$ cat config.mk
export PLATFORM = sky130hd
export DESIGN_NAME = conv_frame_sequencer
export DESIGN_NICKNAME = d
export VERILOG_FILES = /design/src/rtl/conv_pkg.sv /design/src/rtl/conv_tag_delay.sv /design/src/rtl/conv_frame_sequencer.sv
export SDC_FILE = /design/constraint.sdc
export NUM_CORES = 1
export LEC_CHECK = 0
export ABC_AREA = 1
export BUFFER_PORTS_ARGS = -buffer_cell sky130_fd_sc_hd__buf_2
export CAP_MARGIN = 20
export CORE_AREA = 3 3 85 87
export DETAILED_ROUTE_END_ITERATION = 16
export DIE_AREA = 0 0 88 90
export HOLD_SLACK_MARGIN = 0.15
export PLACE_DENSITY = 0.74
export SETUP_SLACK_MARGIN = 0.5
export SYNTH_ARGS = -nofsm -noshare
export SYNTH_HDL_FRONTEND = slang
export SYNTH_SLANG_ARGS = --single-unit
$ cat constraint.sdc
create_clock -name clk -period 1.45 [get_ports clk]
set_input_delay 0.0725 -clock clk [delete_from_list [all_inputs] [get_ports clk]]
set_output_delay 0.0725 -clock clk [all_outputs]
set_load 0.005 [all_outputs]
$ cat src/rtl/conv_pkg.sv
// conv_pkg: shared state encoding and counter-width helper for the convolution frame sequencer
package conv_pkg;
  typedef enum logic [1:0] {IDLE, STREAM, DRAIN, DONE} state_t;
  function automatic int cnt_w(input int n);
    return n > 1 ? $clog2(n) : 1;
  endfunction
endpackage

$ cat src/rtl/conv_tag_delay.sv
// conv_tag_delay: fixed-depth shift register of result tags with synchronous clear
module conv_tag_delay #(
  parameter int DEPTH = 2,
  parameter type T = logic
)(
  input  logic clk,
  input  logic clr,
  input  T     d,
  output T     q
);
  T sr [DEPTH];
  always_ff @(posedge clk) begin
    sr[0] <= clr ? '0 : d;
    for (int i = 1; i < DEPTH; i++) sr[i] <= clr ? '0 : sr[i-1];
  end
  assign q = sr[DEPTH-1];
endmodule

$ cat src/rtl/conv_frame_sequencer.sv
// conv_frame_sequencer: frame sequencing, pixel feed and full-window result tagging for the 3x3 convolution engine
module conv_frame_sequencer
  import conv_pkg::*;
#(
  parameter int WORD_SIZE    = 8,
  parameter int ROW_SIZE     = 540,
  parameter int IMAGE_HEIGHT = 360,
  parameter int KERNEL_SIZE  = 3,
  parameter int CONV_LATENCY = 1
)(
  input  logic                             clk,
  input  logic                             rst,
  input  logic                             start,
  input  logic                             abort,
  output logic                             busy,
  output logic                             done,
  input  logic [WORD_SIZE-1:0]             src_pixel,
  input  logic                             src_valid,
  output logic                             src_ready,
  output logic [WORD_SIZE-1:0]             conv_pixel,
  output logic                             conv_en,
  input  logic [WORD_SIZE-1:0]             conv_result,
  output logic [WORD_SIZE-1:0]             out_pixel,
  output logic                             out_valid,
  output logic [cnt_w(IMAGE_HEIGHT)-1:0]   out_row,
  output logic [cnt_w(ROW_SIZE)-1:0]       out_col
);
  localparam int ROW_W = cnt_w(IMAGE_HEIGHT);
  localparam int COL_W = cnt_w(ROW_SIZE);
  localparam int DW = cnt_w(CONV_LATENCY + 1);
  typedef struct packed {
    logic             win;
    logic [ROW_W-1:0] row;
    logic [COL_W-1:0] col;
  } tag_t;
  state_t state, state_n;
  logic [ROW_W-1:0] row;
  logic [COL_W-1:0] col;
  logic [DW-1:0] dcnt;
  logic accept, last, row_end, clr;
  tag_t tag_in, tag_out;
  assign src_ready = state == STREAM;
  assign busy = state == STREAM || state == DRAIN;
  assign done = state == DONE;
  assign accept = src_valid & src_ready;
  assign row_end = col == COL_W'(ROW_SIZE - 1);
  assign last = accept && row_end && row == ROW_W'(IMAGE_HEIGHT - 1);
  assign clr = rst | abort;
  assign tag_in = '{
    win: accept && row >= ROW_W'(KERNEL_SIZE - 1) && col >= COL_W'(KERNEL_SIZE - 1),
    row: row - ROW_W'(KERNEL_SIZE - 1),
    col: col - COL_W'(KERNEL_SIZE - 1)
  };
  assign out_pixel = conv_result;
  assign out_valid = tag_out.win;
  assign out_row = tag_out.row;
  assign out_col = tag_out.col;
  conv_tag_delay #(.DEPTH(CONV_LATENCY + 1), .T(tag_t)) u_delay (
    .clk(clk),
    .clr(clr),
    .d(tag_in),
    .q(tag_out)
  );
  always_comb begin
    state_n = state;
    case (state)
      IDLE:    state_n = start && !abort ? STREAM : IDLE;
      STREAM:  state_n = abort ? IDLE : last ? DRAIN : STREAM;
      DRAIN:   state_n = abort ? IDLE : dcnt == '0 ? DONE : DRAIN;
      default: state_n = IDLE;
    endcase
  end
  always_ff @(posedge clk) begin
    if (rst) begin
      state <= IDLE;
      conv_en <= 1'b0;
      conv_pixel <= '0;
    end else begin
      state <= state_n;
      conv_en <= accept;
      if (accept) conv_pixel <= src_pixel;
    end
  end
  always_ff @(posedge clk) begin
    if (clr || last) begin
      row <= '0;
      col <= '0;
    end else if (accept) begin
      col <= row_end ? '0 : col + 1'b1;
      if (row_end) row <= row + 1'b1;
    end
  end
  always_ff @(posedge clk) begin
    if (clr) dcnt <= '0;
    else if (last) dcnt <= DW'(CONV_LATENCY);
    else if (state == DRAIN && dcnt != '0) dcnt <= dcnt - 1'b1;
  end
endmodule

==> impl_metrics.json, run 1 <==
{
  "synth_area_leaders": "dfxtp_1 44%, nor2_1 8.0%, nand2_1 7.9%, inv_1 7.3%, buf_4 6.3%",
  "path_max_fanout": 6,
  "yosysTopAreaCell": "dfxtp_1",
  "use_met1": 0.216,
  "rr_startpoint": "state[1]",
  "grt_overflow": 0,
  "crit_path_end": "col[5]",
  "antennaDiodeCount": 0,
  "ys_types": 28,
  "final_common_cell": "nand2_1",
  "clk_latency_ns": 0.35,
  "worstHoldPathType": "in2reg",
  "met2_usage": 0.342,
  "ir_worst_vdd_v": 0.000574,
  "ys_ff_latch": 71,
  "io_pins": 61,
  "die-area_um2": 7920,
  "path_buf_inv": 3,
  "critPathLaunchType": "flip-flop",
  "cts_buffers": 9,
  "cts-root-buf": "clkbuf_8",
  "clock-sinks": 71,
  "die_w_um": 88,
  "worst_pin_slew_ns": 0.394,
  "yosysSeqAreaShare": 0.445,
  "leakage_nw": 2.14,
  "rr_endpoint": "col[5]",
  "power.total_mw": 3.83,
  "clk_pin_slew_worst_paths_ns": 0.08,
  "worstPathCellList": "inv_2 > ha_4 > nand2_8 > inv_6 > nand4_1 > nand2_2 > inv_2 > and3_4",
  "area_growth_pct": 42.7,
  "setup_ws_ns": -0.00684,
  "mostFrequentLayoutCells": "63 x nand2_1, 53 x dfxtp_1, 52 x nor2_1",
  "grt_pass1_vias": 2730,
  "crit_type": "reg2reg",
  "slowest_delay_ns": 0.33,
  "tns_ns": -0.00684,
  "ys_warn_count": 0,
  "path_delay_family": "simple AND/OR/NAND/NOR gates",
  "rrSetupSlack_ns": -0.007,
  "grt_max_degree": 40,
  "core_um2": 6420,
  "hold_path_depth": 5,
  "grt_pass1_wl_um": 12100,
  "final_antenna_net_count": 0,
  "rows": 29,
  "fmax_ghz": 0.686,
  "synth_nets": 457,
  "cp.required_ns": 1.70,
  "endpoint_kind": "flip-flop",
  "power_density_nw_per_um2": 840,
  "setup_viol": 1,
  "skew_ns": 0.00753,
  "netlist_area_um2": 3200,
  "htree_levels": 3,
  "outcome": "finished, violations left",
  "start_util": 0.498,
  "gp_congestion": 0.869,
  "crit_path_top_delay_cell": "dfxtp_2",
  "wl_um": 7730,
  "crit_path_start": "state[1]",
  "cts_tree": "done",
  "antenna_found_initial": 0,
  "cp.depth": 8,
  "max-slew-margin-rel": 0.737,
  "hold_start": "abort",
  "drtIter0Drc": 198,
  "avgSynthCellArea_um2": 7.54,
  "synth_cells": 424,
  "first_pass_iters": 4,
  "cts_buffer_depth": 2,
  "critical_path_arrival_ns": 1.71,
  "violations": "negative setup slack",
  "cp_common_cell": "inv_2",
  "met3_usage": 0.0667,
  "grt_usage": 0.194,
  "die_h_um": 90,
  "top_usage_layer": "met2",
  "dpl.hpwl_um": 4260,
  "dr_total_vias": 2885,
  "min_period_ns": 1.46,
  "io_buffers": 44,
  "rsz0062_at_grt": "true",
  "viasPerCell": 4.87,
  "final-hold-violation-count": 0,
  "finalMaxSlewViolations": 0,
  "period_share": 1.00,
  "maxCapViolations": 0,
  "wire_per_inst_um": 13.0,
  "rr_worst_depth": 8,
  "synth_top_area_share": 0.445,
  "drive_above_1_share": 0.419,
  "drc": 0,
  "layout.nets": 544
}
[how the worst min path moves through the flow]
| stage | end | slack (ns) |
|---|---|---|
| after floorplan | conv_en | 0.14 |
| after global placement | out_pixel[0] | 0.15 |
| after detailed placement | out_pixel[0] | 0.15 |
| after CTS | col[2] | 0.18 |
| after global routing | u_delay.sr[0][16] | 0.15 |
| final | u_delay.sr[0][16] | 0.16 |
[through the flow]
stage                     instances  hold WS, ns  setup WS [ns]  utilization  area, µm²
after floorplan                 424        0.145          0.164            -       3340
after global placement          522        0.145         0.0543        0.545       3500
after detailed placement        522        0.145      -0.000752        0.545       3500
after CTS                       587        0.181         0.0944        0.679       4360
after global routing            593        0.152        -0.0415        0.710       4560
final                           593        0.158       -0.00684        0.710       4560
[flip-flops by register name, summed over array words and instances (netlist names)]
register    count
u_delay.sr     40
col            10
row             9
conv_pixel      8
state           2
conv_en         1
dcnt            1
[cell families (layout without fill, tap and decap cells)]
family,Yosys count,after routing,synth area share
simple gates,192,193,0.271
compound gates,41,41,0.0642
fa+ha+maj,12,12,0.0470
xor+xnor,6,6,0.0164
buf+inv,102,193,0.156
flops,71,71,0.445
[synth_stat cells]
cell / count
a21oi_1: 23
and3_1: 1
buf_2: 4
buf_4: 27
buf_6: 1
clkbuf_1: 3
dfxtp_1: 71
ha_1: 12
inv_1: 62
inv_2: 4
inv_4: 1
nand2_1: 67
nand2_2: 3
nand2_4: 1
nand3_1: 21
nand3_2: 2
nand3b_1: 1
nand4_1: 9
nor2_1: 68
nor2_2: 4
nor2_4: 2
nor3_1: 4
nor3_2: 2
nor3b_1: 3
o21ai_0: 18
or2_0: 1
or2_2: 3
xor2_1: 6
[per-layer routing]
layer / up-vias / share of wire
met4: 0 / 0.011
met5: - / 0
met3: 10 / 0.068
met2: 93 / 0.53
met1: 1322 / 0.39
li1: 1460 / -
[power by group]
part	internal (mW)	total [mW]	switching, mW
registers	1.99	2.01	0.0180
clock network	0.796	1.53	0.733
logic	0.154	0.296	0.142
[layout make-up]
type	instances	area, µm²
Tap cell	77	96.3
Clock buffer	11	131
Multi-Input combinational cell	252	1660
Clock inverter	5	57.6
Timing Repair Buffer	110	881
Fill cell	454	1860
Inverter	67	274
Sequential cell	71	1460
[tightest hold or removal path, cell delays in order]
cell     delay (ns)
buf_2          0.11
nor2_4         0.04
buf_4          0.15
o21ai_2        0.06
a21oi_1        0.04
[what timing repair did]
| action | CTS | global route |
|---|---|---|
| pin swaps | 32 | 24 |
| buffers inserted | 27 | 6 |
| endpoints found under the hold margin | 25 | 2 |
| cloned | 2 | 0 |
| resized for setup | 75 | 46 |
| setup endpoints to repair | 47 | 77 |
| hold buffers | 20 | 1 |
No activity file was read; power rests on OpenSTA's default activity.
==> run 2: changes to the inputs <==
--- a/config.mk
+++ b/config.mk
@@ -5,14 +5,14 @@
 export SDC_FILE = /design/constraint.sdc
 export NUM_CORES = 1
 export LEC_CHECK = 0
-export ABC_AREA = 1
+export ABC_AREA = 0
 export BUFFER_PORTS_ARGS = -buffer_cell sky130_fd_sc_hd__buf_2
 export CAP_MARGIN = 20
-export CORE_AREA = 3 3 85 87
+export CORE_AREA = 3 3 83 85
 export DETAILED_ROUTE_END_ITERATION = 16
-export DIE_AREA = 0 0 88 90
+export DIE_AREA = 0 0 86 88
 export HOLD_SLACK_MARGIN = 0.15
-export PLACE_DENSITY = 0.74
+export PLACE_DENSITY = 0.73
 export SETUP_SLACK_MARGIN = 0.5
 export SYNTH_ARGS = -nofsm -noshare
 export SYNTH_HDL_FRONTEND = slang
==> run 2 against run 1 <==
Worst setup slack got worse by 0.19 ns. Sequential cell count did not move. First-iteration DRC count fell by 27%. Final cell count fell by 15%. Via count fell by 11%. The flow still finishes with violations (negative setup slack). Largest cell class unchanged. Highest routed layer unchanged. Largest power group unchanged. Maximum frequency fell by 12%. Clock skew rose by 0.0015 ns. Total power fell by 1.2%. Global-route usage fell by 0.30 points. Synthesized cell count fell by 23%.
==> impl_metrics.json, run 2 <==
{
  "largest_reg_flops": 40,
  "rrSetupSlack_ns": -0.20,
  "final-hold-violation-count": 0,
  "synth-compound-area-share": 0.0702,
  "crit_type": "reg2reg",
  "fin_hold_ws_ns": 0.159,
  "slowest_delay_ns": 0.52,
  "worstPathCellList": "inv_2 > ha_4 > and4_4 > nand3_2 > or4_1 > a21oi_1",
  "drtIter0Drc": 145,
  "die_h_um": 88,
  "yosysTopAreaCell": "dfxtp_1",
  "netlist_area_um2": 2990,
  "final_antenna_net_count": 0,
  "avgSynthCellArea_um2": 9.12,
  "area_growth_pct": 50.4,
  "multiInputGateArea_um2": 1650,
  "n_fill_cell": 433,
  "critical_path_arrival_ns": 1.92,
  "path_max_fanout": 3,
  "maxCapViolations": 0,
  "yosysMostFrequentCell": "dfxtp_1",
  "yosysSeqAreaShare": 0.475,
  "ir_worst_vdd_v": 0.000834,
  "io_buffers": 44,
  "synthAdderAreaFrac": 0.0502,
  "power_density_nw_per_um2": 841,
  "clk_pin_slew_worst_paths_ns": 0.08,
  "cp.required_ns": 1.72,
  "clock_power_share": 0.408,
  "synth_xor_area_frac": 0.0615,
  "final_common_cell": "dfxtp_1",
  "path_delay_family": "simple AND/OR/NAND/NOR gates",
  "first_pass_iters": 4,
  "io_pins": 61,
  "dr_total_vias": 2573,
  "grt_usage": 0.191,
  "worstHoldPathType": "in2reg",
  "clock-sinks": 71,
  "p_int_mw": 2.93,
  "synth_area_leaders": "dfxtp_1 47%, buf_4 7.0%, and2_1 5.0%, ha_1 5.0%, nor2_1 4.6%",
  "ys_types": 39,
  "top_register": "u_delay.sr",
  "setup_ws_ns": -0.198,
  "critPathLaunchType": "flip-flop",
  "layout.nets": 458,
  "cts_tree": "done",
  "ys_ff_latch": 71,
  "mostFrequentLayoutCells": "52 x dfxtp_1, 42 x buf_2, 39 x buf_4",
  "rsz0062_at_grt": "true",
  "async_reset_ff_frac": 0,
  "grt_pass1_vias": 2397,
  "path_buf_inv": 1,
  "die_w_um": 86,
  "cts_buffers": 9,
  "finalMaxSlewViolations": 0,
  "synth_nets": 361,
  "violations": "negative setup slack",
  "top_regs": "u_delay.sr x40, col x10, row x9",
  "drc": 0,
  "cts-root-buf": "clkbuf_8",
  "postPlaceCellArea_um2": 3480,
  "period_share": 1.14,
  "rows": 29,
  "die-area_um2": 7570,
  "pwr-share-comb": 0.064,
  "gp_congestion": 0.854,
  "yosys.area_share.simple": 0.232,
  "antenna_found_initial": 0,
  "final_core_util": 0.717,
  "synth_top_family_by_area": "simple AND/OR/NAND/NOR gates",
  "htree_levels": 3,
  "fin_area_um2": 4500,
  "netlist_top_cells_count": "71 x dfxtp_1, 37 x nor2_1, 28 x buf_4, 25 x nand2_1, 24 x and2_1",
  "synth_cells": 328,
  "dpl.hpwl_um": 4360,
  "min_period_ns": 1.65,
  "grt_pass1_wl_um": 11200,
  "endpoint_kind": "flip-flop",
  "synth_ff_type": "dfxtp_1",
  "crit_path_top_delay_cell": "or4_1",
  "core_um2": 6280,
  "final-seq-area_um2": 1460,
  "leakage_nw": 1.95,
  "synth_edf_count": 0,
  "ys_warn_count": 0,
  "grt_max_degree": 22,
  "wire_per_inst_um": 15.3,
  "fmax_ghz": 0.607,
  "synth_top_area_share": 0.475,
  "antennaDiodeCount": 0,
  "power_frac_seq": 0.528,
  "viasPerCell": 5.07,
  "start_util": 0.477,
  "swShare": 0.226,
  "skew_ns": 0.00906,
  "setup_viol": 23,
  "grt_overflow": 0,
  "max-slew-margin-rel": 0.631,
  "wl_um": 7760,
  "switchingPower_mw": 0.857,
  "synthMuxAreaShare": 0,
  "clk_latency_ns": 0.35,
  "cts_buffer_depth": 2,
  "outcome": "finished, violations left",
  "worst_pin_slew_ns": 0.552,
  "drive_above_1_share": 0.512
}
run 2: cell types whose count changed after synthesis, sizes merged, moves of 4 or more:
cell and delta:
a21oi -4, and2 +25, and4 +4, clkbuf +8
inv -56, nand2 -46, nand3 -14, nor2 -37
nor4 +4, o21ai -13, or3 +7, xnor2 +13
run 2: repair_timing:
item,in CTS,in global routing
gates cloned,0,2
resized for setup,58,61
hold buffers,19,0
setup buffers,12,9
setup endpoints to repair,50,50
endpoints found under the hold margin,27,0
pin swaps,25,30
run 2: tightest hold or removal path: cells and delay by family:
| kind | cells | cell delay [ns] |
|---|---|---|
| simple gates | 1 | 0.25 |
| buf+inv | 1 | 0.08 |
| compound gates | 1 | 0.06 |
run 2: logic make-up after synthesis:
logic type	after synthesis
and+or+nand+nor	134
DFF	71
AOI/OAI and AO/OA	35
xor gates and xnor gates	21
buffers and inverters	55
adders and majority gates	12
run 2: worst paths after layout:
kind                                        start           endpoint  depth (start not counted)
worst max-delay path                     state[1]             row[8]                          6
worst min-delay path                        abort             row[4]                          3
worst max register to register           state[1]             row[8]                          6
worst min register to register  u_delay.sr[0][16]  u_delay.sr[0][36]                          1
run 2: layout make-up:
type                            count  share of cell area
Multi-Input combinational cell    202               0.366
Sequential cell                    71               0.324
Timing Repair Buffer              130               0.232
Clock buffer                       12              0.0392
Tap cell                           77              0.0214
Inverter                           11              0.0114
Clock inverter                      4             0.00584
run 2: through the flow:
step / total power, mW / setup slack, ns / std cells / TNS (ns)
after floorplan: 2.16 / -0.101 / 328 / -1.11
after global placement: 2.19 / -0.122 / 449 / -1.31
after detailed placement: 2.19 / -0.142 / 449 / -1.84
after CTS: 3.76 / -0.137 / 496 / -1.39
after global routing: 3.93 / -0.234 / 507 / -3.77
final: 3.79 / -0.198 / 507 / -2.07
run 2: metal layers:
| layer | share of wire | wire length [µm] | up-vias | track usage |
|---|---|---|---|---|
| met5 | 0 | 0 | - | 0 |
| met4 | 0.023 | 175 | 0 | 0.105 |
| met3 | 0.046 | 354 | 17 | 0.0405 |
| met2 | 0.51 | 3930 | 89 | 0.323 |
| met1 | 0.42 | 3300 | 1210 | 0.225 |
| li1 | - | - | 1257 | - |
run 2: power groups by stage:
stage	Combinational, mW	Sequential (mW)	Clock, mW
6_report	0.242	2.00	1.54
5_1_grt	0.264	2.00	1.67
4_1_cts	0.203	2.00	1.56
3_5_place_dp	0.148	2.05	0
3_3_place_gp	0.144	2.05	0
2_1_floorplan	0.115	2.05	0
==> run 3: changes to the inputs <==
--- a/config.mk
+++ b/config.mk
@@ -8,11 +8,11 @@
 export ABC_AREA = 0
 export BUFFER_PORTS_ARGS = -buffer_cell sky130_fd_sc_hd__buf_2
 export CAP_MARGIN = 20
-export CORE_AREA = 3 3 83 85
+export CORE_AREA = 3 3 95 74
 export DETAILED_ROUTE_END_ITERATION = 16
-export DIE_AREA = 0 0 86 88
+export DIE_AREA = 0 0 98 77
 export HOLD_SLACK_MARGIN = 0.15
-export PLACE_DENSITY = 0.73
+export PLACE_DENSITY = 0.74
 export SETUP_SLACK_MARGIN = 0.5
 export SYNTH_ARGS = -nofsm -noshare
 export SYNTH_HDL_FRONTEND = slang
==> run 3 against run 2 <==
The flow still finishes with violations (negative setup slack). Critical path depth down 1. Global-route usage is 0.24 points higher. Final cell count is 2.8% lower. Non-clock buffer count fell by 18. Register-to-register slack about the same. Sequential power about the same. Critical endpoint is now row[6].
==> impl_metrics.json, run 3 (synthesis gave the netlist of run 2 again) <==
{
  "worst_pin_slew_ns": 0.503,
  "maxCapViolations": 0,
  "setup_ws_ns": -0.188,
  "dpl.cell_count": 451,
  "cts_hold_repair.buffers": 18,
  "final_common_cell": "dfxtp_1",
  "io_pins": 61,
  "rrSetupSlack_ns": -0.19,
  "cp.required_ns": 1.68,
  "die_w_um": 98,
  "cts_tree": "done",
  "leakage_nw": 1.87,
  "hold_end": "dcnt",
  "path_max_fanout": 6,
  "area_growth_pct": 43.9,
  "outcome": "finished, violations left",
  "hold_path_depth": 3,
  "clock-sinks": 71,
  "final_antenna_net_count": 0,
  "skew_ns": 0.00506,
  "min_period_ns": 1.64,
  "rr_startpoint": "col[7]",
  "grt_overflow": 0,
  "max-slew-margin-rel": 0.663,
  "wl_um": 7170,
  "layout.nets": 440,
  "clk_latency_ns": 0.34,
  "first_pass_iters": 4,
  "gp_congestion": 0.846,
  "setup_viol": 20,
  "die-area_um2": 7550,
  "period_share": 1.13,
  "violations": "negative setup slack",
  "largest_reg_flops": 40,
  "hold_start": "abort",
  "cts_buffers": 9,
  "drtIter0Drc": 176,
  "critical_path_arrival_ns": 1.87,
  "grt_pass1_vias": 2549,
  "viasPerCell": 4.97,
  "htree_levels": 3,
  "top_register": "u_delay.sr",
  "rows": 25,
  "start_util": 0.481,
  "endpoint_kind": "flip-flop",
  "fmax_ghz": 0.611,
  "ir_worst_vdd_v": 0.000455,
  "clk_pin_slew_worst_paths_ns": 0.08,
  "drive_above_1_share": 0.459,
  "antennaDiodeCount": 0,
  "worstHoldPathType": "in2reg",
  "tns_ns": -2.16,
  "cts_buffer_depth": 2,
  "antenna_found_initial": 0,
  "power_density_nw_per_um2": 909,
  "fin_hold_ws_ns": 0.0535,
  "io_buffers": 44,
  "grt_pass1_wl_um": 11700,
  "rr_endpoint": "row[6]",
  "die_h_um": 77,
  "crit_type": "reg2reg",
  "postPlaceCellArea_um2": 3470,
  "finalMaxSlewViolations": 0,
  "mostFrequentLayoutCells": "58 x dfxtp_1, 42 x buf_2, 35 x nor2_1",
  "critPathLaunchType": "flip-flop",
  "grt_usage": 0.193,
  "fin_area_um2": 4310,
  "rsz0062_at_grt": "true",
  "dr_total_vias": 2451,
  "core_um2": 6220,
  "final-hold-violation-count": 0,
  "cts-root-buf": "clkbuf_8",
  "final_core_util": 0.692,
  "finalNonFillerCells": 493,
  "top_regs": "u_delay.sr x40, col x10, row x9",
  "grt_max_degree": 21,
  "wire_per_inst_um": 14.5,
  "rr_worst_depth": 5,
  "drc": 0,
  "dpl.hpwl_um": 4510
}
==> run 3: changes by cell type in the layout (fill, tap and decap cells not counted), sizes merged <==
| cell | previous run | this run |
|---|---|---|
| buf | 111 | 94 |
| clkinv | 3 | 0 |
| inv | 11 | 13 |
| bufinv | 0 | 1 |
| clkbuf | 12 | 11 |
| clkinvlp | 1 | 2 |
| dlygate4sd3 | 19 | 18 |
==> run 3: critical path, cell delays in order, from the launching register on <==
cell	delay (ns)
dfxtp_2	0.33
or3_4	0.40
nor4_4	0.32
a41o_1	0.28
buf_6	0.15
a21oi_1	0.04
==> run 3: power by group <==
group / switching [mW] / internal, mW
combinational: 0.113 / 0.122
clock: 0.772 / 0.912
sequential: 0.0139 / 1.98
==> run 3: cell type report <==
class                           instances  area (µm²)
Tap cell                               81         101
Multi-Input combinational cell        202        1620
Clock inverter                          5        62.6
Clock buffer                           11         153
Inverter                               11        51.3
Fill cell                             438        1920
Sequential cell                        71        1450
Timing Repair Buffer                  112         863
==> run 3: what timing repair did <==
action	in CTS	in global routing
gates cloned	1	0
hold endpoints to repair	28	9
buffers inserted	5	2
resized for setup	58	36
pin swaps	23	13
setup endpoints to repair	49	50
==> run 3: how the worst max path moves through the flow <==
stage / start / end / slack (ns) / cells after the start
2_1_floorplan: col[7] / row[8] / -0.10 / 6
3_3_place_gp: col[1] / row[7] / -0.10 / 6
3_5_place_dp: col[1] / row[7] / -0.15 / 6
4_1_cts: col[1] / row[7] / -0.14 / 6
5_1_grt: col[7] / row[5] / -0.24 / 5
6_report: col[7] / row[6] / -0.19 / 5
==> run 3: metal layers <==
metal / wire (µm) / up-vias / global-route usage
met2: 3460 / 66 / 0.324
met1: 3210 / 1154 / 0.227
li1: - / 1218 / -
met5: 0 / - / 0
met3: 363 / 13 / 0.0555
met4: 132 / 0 / 0.0913
==> run 3: per-stage QoR <==
step                      setup WS [ns]  power [mW]
after floorplan                  -0.101        2.16
after global placement           -0.102        2.19
after detailed placement         -0.152        2.20
after CTS                        -0.140        3.93
after global routing             -0.237        4.06
final                            -0.188        3.92
